### src/rtl/mac_seq_ctrl.sv
// Sequencer/accumulator feeding a 16x16 shift-add multiplier: takes a bias job, streams
// (x,w) pairs through the multiplier and emits one saturating pre-activation sum per job.
module mac_seq_ctrl #(
    parameter int ACC_W       = 40,
    parameter int CNT_W       = 10,
    parameter int MUL_TIMEOUT = 32
) (
    input  logic             clk,
    input  logic             rst_n,
    input  logic             cmd_valid,
    output logic             cmd_ready,
    input  logic [31:0]      cmd_bias,
    input  logic             in_valid,
    output logic             in_ready,
    input  logic [15:0]      in_x,
    input  logic [15:0]      in_w,
    input  logic             in_last,
    output logic             mul_start,
    output logic [15:0]      mul_a,
    output logic [15:0]      mul_b,
    input  logic [31:0]      mul_y,
    input  logic             mul_done,
    output logic             out_valid,
    input  logic             out_ready,
    output logic [ACC_W-1:0] out_sum,
    output logic             out_sat,
    output logic             out_err,
    output logic [CNT_W-1:0] out_count
);

    localparam logic [1:0] S_IDLE  = 2'd0;
    localparam logic [1:0] S_FETCH = 2'd1;
    localparam logic [1:0] S_MUL   = 2'd2;
    localparam logic [1:0] S_OUT   = 2'd3;

    localparam int              TMO_W    = $clog2(MUL_TIMEOUT) + 1;
    localparam logic [TMO_W-1:0] TMO_LAST = TMO_W'(MUL_TIMEOUT - 1);

    logic [1:0]       state_q, state_d;
    logic [ACC_W-1:0] acc_q, acc_d;
    logic             sat_q, sat_d;
    logic             err_q, err_d;
    logic             last_q, last_d;
    logic [CNT_W-1:0] cnt_q, cnt_d;
    logic [TMO_W-1:0] tmo_q, tmo_d;
    logic [15:0]      a_q, a_d;
    logic [15:0]      b_q, b_d;
    logic [ACC_W:0]   sum_wide;

    // One extra bit catches the carry that signals saturation.
    assign sum_wide = (ACC_W + 1)'(acc_q) + (ACC_W + 1)'(mul_y);

    always_comb begin
        state_d = state_q;
        acc_d   = acc_q;
        sat_d   = sat_q;
        err_d   = err_q;
        last_d  = last_q;
        cnt_d   = cnt_q;
        tmo_d   = tmo_q;
        a_d     = a_q;
        b_d     = b_q;
        case (state_q)
            S_IDLE: begin
                if (cmd_valid) begin
                    acc_d   = ACC_W'(cmd_bias);
                    sat_d   = 1'b0;
                    err_d   = 1'b0;
                    cnt_d   = '0;
                    tmo_d   = '0;
                    state_d = S_FETCH;
                end
            end
            S_FETCH: begin
                if (in_valid) begin
                    a_d     = in_x;
                    b_d     = in_w;
                    last_d  = in_last;
                    tmo_d   = '0;
                    state_d = S_MUL;
                end
            end
            S_MUL: begin
                // A completing product takes priority over a timeout in the same cycle.
                if (mul_done) begin
                    if (sum_wide[ACC_W]) begin
                        acc_d = '1;
                        sat_d = 1'b1;
                    end else begin
                        acc_d = sum_wide[ACC_W-1:0];
                    end
                    if (cnt_q != '1) begin
                        cnt_d = cnt_q + CNT_W'(1);
                    end
                    tmo_d   = '0;
                    state_d = last_q ? S_OUT : S_FETCH;
                end else if (tmo_q == TMO_LAST) begin
                    err_d   = 1'b1;
                    tmo_d   = '0;
                    state_d = S_OUT;
                end else begin
                    tmo_d = tmo_q + TMO_W'(1);
                end
            end
            default: begin
                if (out_ready) begin
                    state_d = S_IDLE;
                end
            end
        endcase
    end

    always_ff @(posedge clk or negedge rst_n) begin
        if (!rst_n) begin
            state_q <= S_IDLE;
            acc_q   <= '0;
            sat_q   <= 1'b0;
            err_q   <= 1'b0;
            last_q  <= 1'b0;
            cnt_q   <= '0;
            tmo_q   <= '0;
            a_q     <= '0;
            b_q     <= '0;
        end else begin
            state_q <= state_d;
            acc_q   <= acc_d;
            sat_q   <= sat_d;
            err_q   <= err_d;
            last_q  <= last_d;
            cnt_q   <= cnt_d;
            tmo_q   <= tmo_d;
            a_q     <= a_d;
            b_q     <= b_d;
        end
    end

    // Handshake outputs decode straight from state so reset clears them without delay.
    assign cmd_ready = (state_q == S_IDLE);
    assign in_ready  = (state_q == S_FETCH);
    assign mul_start = (state_q == S_MUL);
    assign out_valid = (state_q == S_OUT);
    assign mul_a     = a_q;
    assign mul_b     = b_q;
    assign out_sum   = acc_q;
    assign out_sat   = sat_q;
    assign out_err   = err_q;
    assign out_count = cnt_q;

endmodule

### config.mk
export PLATFORM = sky130hd
export DESIGN_NAME = mac_seq_ctrl
export DESIGN_NICKNAME = d
export VERILOG_FILES = /design/src/rtl/mac_seq_ctrl.sv
export SDC_FILE = /design/constraint.sdc
export NUM_CORES = 1
export LEC_CHECK = 0
export CAP_MARGIN = 20
export CORE_ASPECT_RATIO = 1.4
export CORE_MARGIN = 3
export CORE_UTILIZATION = 35
export DETAILED_ROUTE_END_ITERATION = 7
export DONT_BUFFER_PORTS = 1
export GPL_TIMING_DRIVEN = 0
export HOLD_SLACK_MARGIN = 0.02
export PLACE_DENSITY_LB_ADDON = 0.12
export RECOVER_POWER = 50
export SLEW_MARGIN = 20
export SYNTH_ARGS = -nofsm -noshare
export SYNTH_HDL_FRONTEND = slang
export SYNTH_SLANG_ARGS = --single-unit
export TNS_END_PERCENT = 100
### constraint.sdc
create_clock -name clk -period 4.1 [get_ports clk]
set_clock_uncertainty 0.05 [all_clocks]
set_input_delay 0.82 -clock clk [delete_from_list [all_inputs] [get_ports clk]]
set_output_delay 0.82 -clock clk [all_outputs]
set_load 0.005 [all_outputs]
==> impl_metrics.yaml <==
status:
  status: "finished clean"
worst_setup_path:
  r2r_setup_slack_ns: 0.85
  slowest_stage: "fa_1"
  cp_data_required_time_ns: 4.27
  endpoint_kind: "flop"
  worstPathArrival_ns: 3.45
  critical_path.max_stage_delay_ns: 0.43
  crit_fanout: 10
  crit_family: "compound AO/OA/AOI/OAI gates"
  path_buf_inv: 1
  path_cells: "ha_1, fa_1, a211oi_1, o211ai_2, nand4_1, a31oi_1, o21ai_2, nand2_1, buf_2, o32ai_1, o21ai_1"
  worstSetupPathType: "in2reg"
  critPathLaunchType: "input port"
grt:
  grtUsageTotal_pct: 19.0
  met3_usage_pct: 7.13
  grt_pass1_wl_um: 27700
  use_met1_pct: 20.0
  antenna_found_initial: 1
  grt_max_degree: 94
  busiest_layer: "met2"
  met2_usage_pct: 34.9
  grt_remaining_overflow: 0
  grt_pass1_vias: 5108
yosys:
  synth_nets: 785
  seq_area_frac_synth_pct: 39.4
  synthFlopType: "dfrtp_1"
  synthDistinctLibCells: 63
  ys_ff_latch: 93
  syn_area_um2: 5910
  synth_edf_count: 0
  async_reset_ff_share_pct: 100
  syn-instance-count: 647
  yosysWarningCount: 0
  syn_area_per_cell_um2: 9.13
clock_network:
  htree_levels: 3
  cts_tree: "done"
  ctsResizeCount: 0
  post_cts_buffers: 0
  path_clk_slew_ns: 0.08
  clk_path_buf_depth: 2
  cts.sink_count: 93
  ctsRootBufferMaster: "clkbuf_16"
  cts_made_buffers: 9
  clock_latency_ns: 0.36
  ctsHoldBuffers: 0
place:
  place_hpwl_um: 13800
  place_area_um2: 6160
  place_congestion: 0.884
  numPortBuffers: 0
sta:
  period_minus_slack_ns: 3.28
  max_freq_mhz: 305
  worst_pin_slew_ns: 0.782
  final-max-slew-violation-count: 0
  slew_headroom_pct: 47.7
  finalCritPeriodShare_pct: 79.9
  final-hold-violation-count: 0
  rsz0062_at_grt: "false"
  setup_tns_ns: 0
  setup_viol: 0
power:
  power.density_nw_per_um2: 785
  switching_power_mw: 2.33
  pwr-share-seq_pct: 32.4
  power.share.combinational_pct: 50.9
  intPower_mw: 2.73
  p_leak_nw: 2.86
  switching_share_pct: 46.0
  peakVddDrop_uv: 283
  clkPwrFrac_pct: 16.7
route:
  num_vias: 4932
  drtIter0Drc: 211
  ant_nets: 0
  via_per_inst: 5.72
  wire_per_inst_um: 20.7
  firstDrtPassIters: 4
  drcViolationCount: 0
  drt_wl_total_um: 17800
layout:
  fillers: 1724
  final_util_pct: 39.3
  stdcell_area_um2: 6440
  nets: 796
  syn_to_final_growth_pct: 9.07
  antennaDiodeCount: 0
  layout-drive-gt1-share_pct: 10.6
die:
  num_rows: 55
  core-area_um2: 16400
  fp.dieW_um: 116
  io_pins: 191
  fp.dieH_um: 160
  die-area_um2: 18500
  initial_utilization_pct: 36.1
job:
  maxCapViolCount: 0
worst_hold_path:
  hold_path_class: "in2async"
==> registers in the layout, indices dropped and copies added, names as in the netlist <==
signal and flops:
last_q 1, mul_a 16, mul_b 16, out_count 10, out_err 1, out_sat 1
out_sum 40, state_q 2, tmo_q 6
==> per-layer routing <==
metal | part of all wire [%] | up-vias
met5 | 0.062 | -
met3 | 8.8 | 19
li1 | - | 2383
met4 | 1.5 | 2
met2 | 53 | 171
met1 | 36 | 2357
==> through the flow <==
stage	cells	total power [mW]	hold slack, ns	worst slack (ns)
floorplan	647	3.55	0.403	0.961
global placement	846	4.20	0.433	0.457
detailed placement	846	4.25	0.436	0.450
CTS	862	5.12	0.0876	0.824
global route	862	5.52	0.0836	0.571
finish	862	5.06	0.100	0.822
==> cell usage in the layout (no fill, tap or decap), types with 8 or more instances in the layout <==
cell / synthesis / layout
and3_1: 8 / 8
nand4_1: 14 / 14
a31oi_1: 8 / 8
xnor2_1: 16 / 16
xor2_1: 18 / 18
o22ai_1: 18 / 18
o21ai_0: 53 / 53
clkbuf_16: 0 / 9
nor2_1: 54 / 54
mux2_2: 33 / 33
nand3_1: 20 / 20
inv_1: 12 / 12
nand2_1: 79 / 79
a21o_1: 17 / 17
a21oi_1: 46 / 46
ha_1: 34 / 34
clkbuf_1: 15 / 16
dfrtp_1: 93 / 93
==> worst paths after layout <==
kind,depth (start not counted),end,start
worst max-delay path,11,out_sum[29]$_DFFE_PN0P_,mul_y[0]
worst min-delay path,0,out_sum[9]$_DFFE_PN0P_,rst_n
worst max register to register,11,out_sum[29]$_DFFE_PN0P_,out_sum[0]$_DFFE_PN0P_
worst min register to register,1,tmo_q[5]$_DFFE_PN0P_,tmo_q[5]$_DFFE_PN0P_
max in group asynchronous,0,out_sum[32]$_DFFE_PN0P_,rst_n
min in group clk,1,tmo_q[5]$_DFFE_PN0P_,tmo_q[5]$_DFFE_PN0P_
==> cell families after synthesis <==
logic type               count (synthesis)  synth area share [%]
AO/OA/AOI/OAI                          197                  21.6
XOR/XNOR                                34                  5.04
adder cells (fa/ha/maj)                 35                  7.54
buffers and inverters                   38                  2.63
flip-flops                              93                  39.4
multiplexers                            35                  6.63
AND/OR/NAND/NOR                        215                  17.2
==> power groups by stage <==
stage | registers [mW] | logic (mW) | clock network, mW
finish | 1.64 | 2.58 | 0.844
global route | 1.69 | 2.92 | 0.903
CTS | 1.65 | 2.59 | 0.875
detailed placement | 1.66 | 2.58 | 0
global placement | 1.66 | 2.54 | 0
floorplan | 1.54 | 2.02 | 0
==> cell type report <==
cell class | instances | area (um^2) | area share (%)
multi-input cells | 516 | 3420 | 53.2
flip-flops and latches | 93 | 2330 | 36.1
well taps | 199 | 249 | 3.86
clock buffers | 9 | 225 | 3.50
plain buffers | 26 | 109 | 1.69
clock inverters | 7 | 62.6 | 0.971
inverters | 12 | 45.0 | 0.699
==> worst reg2reg max path: stages (launching register included) <==
cell	delay, ns
dfrtp_1	0.42
ha_1	0.24
fa_1	0.43
a211oi_1	0.37
o211ai_2	0.19
nand4_1	0.18
a31oi_1	0.20
o21ai_2	0.29
nand2_1	0.11
buf_2	0.23
o32ai_1	0.33
o21ai_1	0.08
==> Yosys cell counts, types with 12 or more instances <==
cell type	instances	area share (%)
a21o_1	17	2.2
a21oi_1	46	3.9
clkbuf_1	15	0.95
dfrtp_1	93	39
ha_1	34	7.2
inv_1	12	0.76
mux2_2	33	6.3
nand2_1	79	5.0
nand3_1	20	1.7
nand4_1	14	1.5
nor2_1	54	3.4
o21ai_0	53	4.5
o22ai_1	18	1.9
xnor2_1	16	2.4
xor2_1	18	2.7
(Power assumes the default switching activity.)
